===== src/rtl/ram_pkg.sv =====
// Shared definitions for the byte-enabled RAM bank: controller states and
// default geometry.
package ram_pkg;

    localparam int RAM_DATA_W = 32;
    localparam int RAM_ADDR_W = 9;
    localparam int RAM_DEPTH  = 128;

    typedef enum logic {
        INIT  = 1'b0,
        READY = 1'b1
    } ram_state_e;

endpackage


===== src/rtl/ram_array.sv =====
// Storage array: one byte-enabled write port and one synchronous read port.
// Contents are never reset; the controller clears them by sweeping.
module ram_array
    import ram_pkg::*;
#(
    parameter int DATA_W = RAM_DATA_W,
    parameter int ADDR_W = RAM_ADDR_W,
    parameter int DEPTH  = RAM_DEPTH
) (
    input  logic                clock,
    input  logic                we_i,
    input  logic [ADDR_W-1:0]   waddr_i,
    input  logic [DATA_W-1:0]   wdata_i,
    input  logic [DATA_W/8-1:0] wbe_i,
    input  logic                re_i,
    input  logic [ADDR_W-1:0]   raddr_i,
    output logic [DATA_W-1:0]   rdata_o
);

    localparam int NB    = DATA_W / 8;
    localparam int IDX_W = (DEPTH > 1) ? $clog2(DEPTH) : 1;

    logic [DATA_W-1:0] mem_q [DEPTH];
    logic [DATA_W-1:0] rdata_q;
    logic [IDX_W-1:0]  widx;
    logic [IDX_W-1:0]  ridx;

    // Callers guarantee addresses are below DEPTH, so the low bits suffice.
    assign widx = waddr_i[IDX_W-1:0];
    assign ridx = raddr_i[IDX_W-1:0];

    always_ff @(posedge clock) begin
        if (we_i) begin
            for (int b = 0; b < NB; b++) begin
                if (wbe_i[b]) mem_q[widx][8*b +: 8] <= wdata_i[8*b +: 8];
            end
        end
        if (re_i) rdata_q <= mem_q[ridx];
    end

    assign rdata_o = rdata_q;

endmodule


===== src/rtl/ram_bank.sv =====
// RAM bank controller: clears the array after reset, range-checks requests
// and returns write-first read data with one cycle of latency.
module ram_bank
    import ram_pkg::*;
#(
    parameter int DATA_W = RAM_DATA_W,
    parameter int ADDR_W = RAM_ADDR_W,
    parameter int DEPTH  = RAM_DEPTH
) (
    input  logic                clock,
    input  logic                reset_n,
    input  logic [ADDR_W-1:0]   addr,
    input  logic                wr,
    input  logic [DATA_W-1:0]   wdata,
    input  logic [DATA_W/8-1:0] be,
    input  logic                rd,
    output logic [DATA_W-1:0]   rdata,
    output logic                rvalid,
    output logic                busy,
    output logic                err
);

    localparam int                NB      = DATA_W / 8;
    localparam logic [ADDR_W:0]   DEPTH_L = (ADDR_W+1)'(DEPTH);
    localparam logic [ADDR_W-1:0] LAST    = ADDR_W'(DEPTH - 1);

    ram_state_e        state_q, state_d;
    logic [ADDR_W-1:0] sweep_q, sweep_d;
    logic              rvalid_q, rvalid_d;
    logic              err_q, err_d;
    logic              zero_q, zero_d;
    logic [DATA_W-1:0] byp_data_q, byp_data_d;
    logic [NB-1:0]     byp_be_q, byp_be_d;

    logic              in_range;
    logic              arr_we, arr_re;
    logic [ADDR_W-1:0] arr_waddr;
    logic [DATA_W-1:0] arr_wdata, arr_rdata;
    logic [NB-1:0]     arr_wbe;

    assign in_range = ({1'b0, addr} < DEPTH_L);

    ram_array #(
        .DATA_W (DATA_W),
        .ADDR_W (ADDR_W),
        .DEPTH  (DEPTH)
    ) u_array (
        .clock   (clock),
        .we_i    (arr_we),
        .waddr_i (arr_waddr),
        .wdata_i (arr_wdata),
        .wbe_i   (arr_wbe),
        .re_i    (arr_re),
        .raddr_i (addr),
        .rdata_o (arr_rdata)
    );

    always_comb begin
        state_d    = state_q;
        sweep_d    = sweep_q;
        rvalid_d   = 1'b0;
        err_d      = 1'b0;
        zero_d     = zero_q;
        byp_data_d = byp_data_q;
        byp_be_d   = byp_be_q;
        arr_we     = 1'b0;
        arr_re     = 1'b0;
        arr_waddr  = addr;
        arr_wdata  = wdata;
        arr_wbe    = be;
        case (state_q)
            INIT: begin
                arr_we    = 1'b1;
                arr_waddr = sweep_q;
                arr_wdata = '0;
                arr_wbe   = '1;
                sweep_d   = sweep_q + 1'b1;
                if (sweep_q == LAST) begin
                    state_d = READY;
                    sweep_d = '0;
                end
            end
            READY: begin
                arr_we   = wr & in_range;
                arr_re   = rd & in_range;
                err_d    = (wr | rd) & ~in_range;
                rvalid_d = rd;
                // The array reads the old word; lanes being written this
                // cycle are overlaid from the captured write data.
                if (rd) begin
                    zero_d     = ~in_range;
                    byp_data_d = wdata;
                    byp_be_d   = (wr && in_range) ? be : '0;
                end
            end
            default: state_d = INIT;
        endcase
    end

    always_ff @(posedge clock or negedge reset_n) begin
        if (!reset_n) begin
            state_q    <= INIT;
            sweep_q    <= '0;
            rvalid_q   <= 1'b0;
            err_q      <= 1'b0;
            zero_q     <= 1'b1;
            byp_data_q <= '0;
            byp_be_q   <= '0;
        end else begin
            state_q    <= state_d;
            sweep_q    <= sweep_d;
            rvalid_q   <= rvalid_d;
            err_q      <= err_d;
            zero_q     <= zero_d;
            byp_data_q <= byp_data_d;
            byp_be_q   <= byp_be_d;
        end
    end

    always_comb begin
        rdata = '0;
        for (int b = 0; b < NB; b++) begin
            if (!zero_q)
                rdata[8*b +: 8] = byp_be_q[b] ? byp_data_q[8*b +: 8] : arr_rdata[8*b +: 8];
        end
    end

    assign rvalid = rvalid_q;
    assign err    = err_q;
    assign busy   = (state_q == INIT);

endmodule


===== config.mk =====
export PLATFORM = sky130hd
export DESIGN_NAME = ram_bank
export DESIGN_NICKNAME = d
export VERILOG_FILES = /design/src/rtl/ram_pkg.sv /design/src/rtl/ram_array.sv /design/src/rtl/ram_bank.sv
export SDC_FILE = /design/constraint.sdc
export NUM_CORES = 2
export LEC_CHECK = 0
export CELL_PAD_IN_SITES_DETAIL_PLACEMENT = 0
export CELL_PAD_IN_SITES_GLOBAL_PLACEMENT = 1
export CORE_MARGIN = 2
export CORE_UTILIZATION = 45
export CTS_CLUSTER_SIZE = 14
export DETAILED_ROUTE_END_ITERATION = 6
export HOLD_SLACK_MARGIN = 0.15
export PLACE_DENSITY = 0.68
export SYNTH_ARGS = -nofsm -noshare
export SYNTH_HDL_FRONTEND = slang
export SYNTH_HIERARCHICAL = 1
export SYNTH_SLANG_ARGS = --single-unit

===== constraint.sdc =====
create_clock -name clock -period 5.8 [get_ports clock]
set_input_delay 1.16 -clock clock [delete_from_list [all_inputs] [get_ports clock]]
set_output_delay 1.16 -clock clock [all_outputs]
set_load 0.05 [all_outputs]

* Word level (Yosys, flattened, before mapping)
Memory sizes are Yosys's and may differ from the RTL's. A register that Yosys moved wholly into a read port is not among the register bits.
Index checks and enable logic that the tools add are counted.
** Operators by class
- Eq/ne operators :: 1
- Div/mod/pow operators :: 0
- Reductions and logical operators :: 2
- Shift operators :: 0
- $lt $le $gt $ge :: 1
- Bitwise gates (word level) :: 6
- Add/sub/neg operators :: 1
- Multiply operators :: 0
- Multiplexer cells :: 31
** Operator list (number)
- $mux W8 :: 8
- $mux W32 :: 1
- $mux W1 :: 17
- $add A9 B1 Y9 const B :: 1
- $eq A9 B7 Y1 const B :: 1
- $lt A9 B8 Y1 const B :: 1
- $mux W9 :: 1
- $mux W4 :: 2
- $mux W7 :: 1
- $and A1 B1 Y1 :: 3
- $not A1 Y1 :: 2
- $pmux W1 S2 :: 1
- $reduce_and A2 Y1 :: 1
- $logic_and A1 B1 Y1 :: 1
- $or A1 B1 Y1 :: 1
** Storage, ports and cells
- Logic and storage cells :: 50
- Output and inout bits :: 35
- Register bits :: 49
- Bits in latches :: 0
- Memories kept :: 1
- ROM bits :: 0
- RAM bits :: 4096
- Bits of input ports :: 49
** Memories
- u_array.mem_q :: depth 128, width 32, rd ports 1, clocked after memory_dff 1, write ports 1, line ram_array.sv:23 : logic [DATA_W-1:0] mem_q [DEPTH];

* Logic depth before layout (Yosys ltp)
- Depth after elaboration :: 5
- Mapped depth :: 9
- Mapped depth without buffers :: 6

* Modules after synthesis
The synthesis kept the hierarchy.
** Modules (own cells, without submodules)
- ram_array :: area an instance 158679.7 sq um, sequential area each 123958.9 sq um, cells each 6552, times used 1
- ram_bank :: area an instance 2775.2 sq um, sequential area each 1227.4 sq um, cells each 335, times used 1

* Least setup slack after synthesis
No wires, ideal clock.
- Kind :: input to register
- Start :: input port rd
- End :: register u_array.rdata_q[0] (netlist: u_array/rdata_o[0]), read port of u_array.mem_q (enable)
- Buffers on the path :: 1
- Path slack :: 1.709 ns
- Stages on the path :: 3
- Data arrival time :: 3.627 ns
- Required time :: 5.336 ns
- Path through :: nand2_1 buf_2 nor3_1
** On the way
- Word-level cells in the longest chain between the ends :: 2
** RTL lines
- start: declaration :: line ram_bank.sv:16 : input logic rd,
- $and A1 B1 Y1 :: line ram_bank.sv:85 : arr_re = rd & in_range;
- $mux W1 :: line ram_bank.sv:71 : case (state_q)
- named net arr_re :: line ram_bank.sv:36 : logic arr_we, arr_re;
- end: declaration :: line ram_array.sv:24 : logic [DATA_W-1:0] rdata_q;
The timed path passes the listed nets, and every way through them passes these cells.
A chain may end at the register's enable or synchronous reset.

* Worst setup path in the final report
- Start :: register state_q
- End :: memory u_array/mem_q[64][21] (netlist bit) (enable)
** RTL lines
- start: declaration :: line ram_bank.sv:27 : ram_state_e state_q, state_d;
- start signal: assignment :: line ram_bank.sv:110 : state_q <= state_d;
- $mux W7 :: line ram_bank.sv:71
- named net arr_waddr[5] :: line ram_bank.sv:37 : logic [ADDR_W-1:0] arr_waddr;
- end: declaration :: line ram_array.sv:23
The timed path passes the listed nets, and every way through them passes these cells.

==> key figures <==
Status
  – Status: complete, but fails checks
  – Failing checks: DRC

Place
  – Dpl hpwl: 292,000 um
  – DP Area: 170,000 um2
  – GPL Wtd Cong: 0.923
  – # placed instances: 11,675
  – Port bufs: 83

Routing
  – Final ANT Viol Nets: 0
  – Drt drc: 232
  – First-pass iteration count of the detailed router: 7
  – Routed wire per std cell: 36.2 um
  – Vias per cell: 6.19
  – Starting DRT DRC Count: 10,851
  – Final WL: 453,000 um
  – Vias: 77,327

Timing
  – Worst hold slack: 0.476 ns
  – Final slew viol count: 0
  – Fin crit share: 80.7%
  – Achievable clock frequency: 214 MHz
  – Layout Skew: 0.0570 ns
  – RSZ-0062 raised after global routing: no
  – Worst-Margin Slew: 1.47 ns
  – Max-slew headroom: 1.33%
  – Period minus WS final: 4.68 ns
  – Setup TNS: 0 ns
  – Final setup viols: 0
  – Fin. Hold Viols: 0

Run
  – Max cap viols: 0

Die
  – Row cnt: 219
  – Die area: 364,000 um2
  – I/O Pins: 84
  – Chip Width: 603 um
  – Core area: 356,000 um2
  – Initial Utilization: 45.3%
  – Die height: 603 um

Finish
  – Commonest non-fill, non-tap cell in the layout: edfxtp_1
  – Leading cell types in the layout, fill and taps excluded: 4,128 x edfxtp_1, 1,344 x mux4_2, 552 x nor2_1, 429 x clkbuf_16, 314 x buf_4
  – Non-Filler Instances: 12,499
  – Design Area, Final: 184,000 um2
  – Area Overhead vs Synth: 13.7%
  – FF/Latch Area: 125,000 um2
  – Area of the multi-input gates: 34,800 um2
  – Final core occ: 51.5%
  – # fillers: 27,313
  – Layout cell share with drive strength beyond 1: 31.2%
  – # nets final: 7,399

Critical path
  – Crit path kind: flop to flop
  – Reg2reg end: u_array/mem_q[64][21]$_DFFE_PP_
  – CP endpoint: u_array/mem_q[64][21]$_DFFE_PP_
  – Reg2reg path depth: 5
  – Worst EP arrival: 5.24 ns
  – CP required: 6.36 ns
  – Worst flop-to-flop path startpoint: state_q$_DFF_PN0_
  – Startpoint Class: flop
  – CP Capture Type: flop
  – Critical path peak fanout: 29
  – CP startpoint: state_q$_DFF_PN0_
  – Flop2flop setup slack: 1.12 ns

Global route
  – Gr busiest metal: met2
  – Grt met2 use: 39.8%
  – GRT Resource Usage Total: 24.9%
  – Vias in the first global route: 76,539
  – Global routing usage on met3: 5.69%
  – Antenna violations before repair: 51
  – First-pass GRT wire length: 627,000 um
  – Grt ovf: 0
  – GR met1 Demand/Resource: 33.3%
  – Largest net degree at the start of global routing: 129

Clock network
  – # hold bufs at CTS: 1
  – Root buffer cell: clkbuf_16
  – Clock latency on the worst-skew pair: 0.97 ns
  – Cts repair resizes: 0
  – Clock Path Buffers: 4
  – Setup Buffers After CTS: 0
  – Cts bufs inserted: 422
  – Clk sink count: 4,177
  – CTS H-Tree Depth: 5
  – CTS tree: yes
  – Reg clk slew, reported paths: 0.06 ns

Synth
  – Yosys warning total: 6
  – Mapped Cells: 6,883
  – Syn Area/Cell: 23.5 um2
  – Post-synth net total: 6,933
  – Synth Cell Area: 161,000 um2

Power and ir drop
  – VDD IR max: 0.000286 V
  – PD cells: 329 nW/um2
  – P_leak: 47.1 nW

Min path
  – Hold Crit Class: flop to flop
-- power breakdown --
group / switching, mW / internal, mW
logic: 0.638 / 0.462
registers: 0 / 32.6
clock network: 11.4 / 15.2
total: 12.1 / 48.4
-- per-layer routing --
layer  up-vias  wire (um)
met5         -        196
li1      30105          -
met2      3996     220000
met3       785      41700
met1     42421     172000
met4        20      18300
-- stage by stage --
stage | power [mW] | setup slack [ns]
after floorplan | 34.1 | 1.71
after global placement | 34.4 | 0.828
after detailed placement | 34.4 | 0.799
after CTS | 60.8 | 1.11
after global routing | 62.0 | 1.04
final | 60.4 | 1.12
-- critical path, cell delays in order (launching register included) --
cell and delay, ns:
dfrtp_2 0.87, mux2_2 0.47, nand2b_1 0.23, nor3_1 0.65
nand2_1 0.97, nor2_1 1.06
-- state kept, by name, indices dropped and copies added (netlist names) --
name             cells
byp_data_q          32
u_array/rdata_o     32
err                  1
sweep_q              9
zero_q               1
rvalid               1
u_array/mem_q     4096
state_q              1
byp_be_q             4
-- layout make-up --
type | instances | area share [%]
flip-flops and latches | 4177 | 68.2
clock buffers | 507 | 6.02
diodes | 47 | 0.0641
multi-input cells | 2307 | 19.0
inverters | 4 | 0.00818
repair buffers | 437 | 2.19
clock inverters | 269 | 1.32
well taps | 4751 | 3.24
-- worst min-delay path by stage --
stage | end | depth (start not counted) | slack, ns | startpoint
2_1_floorplan | byp_data_q[0]$_DFFE_PN0P_ | 2 | 0.45 | byp_data_q[0]$_DFFE_PN0P_
3_3_place_gp | byp_data_q[4]$_DFFE_PN0P_ | 2 | 0.46 | byp_data_q[4]$_DFFE_PN0P_
3_5_place_dp | byp_data_q[20]$_DFFE_PN0P_ | 2 | 0.46 | byp_data_q[20]$_DFFE_PN0P_
4_1_cts | err$_DFF_PN0_ | 2 | 0.46 | reset_n
5_1_grt | byp_data_q[20]$_DFFE_PN0P_ | 2 | 0.49 | byp_data_q[20]$_DFFE_PN0P_
6_report | byp_data_q[7]$_DFFE_PN0P_ | 2 | 0.48 | byp_data_q[7]$_DFFE_PN0P_
No activity file was read; power rests on OpenSTA's default activity.
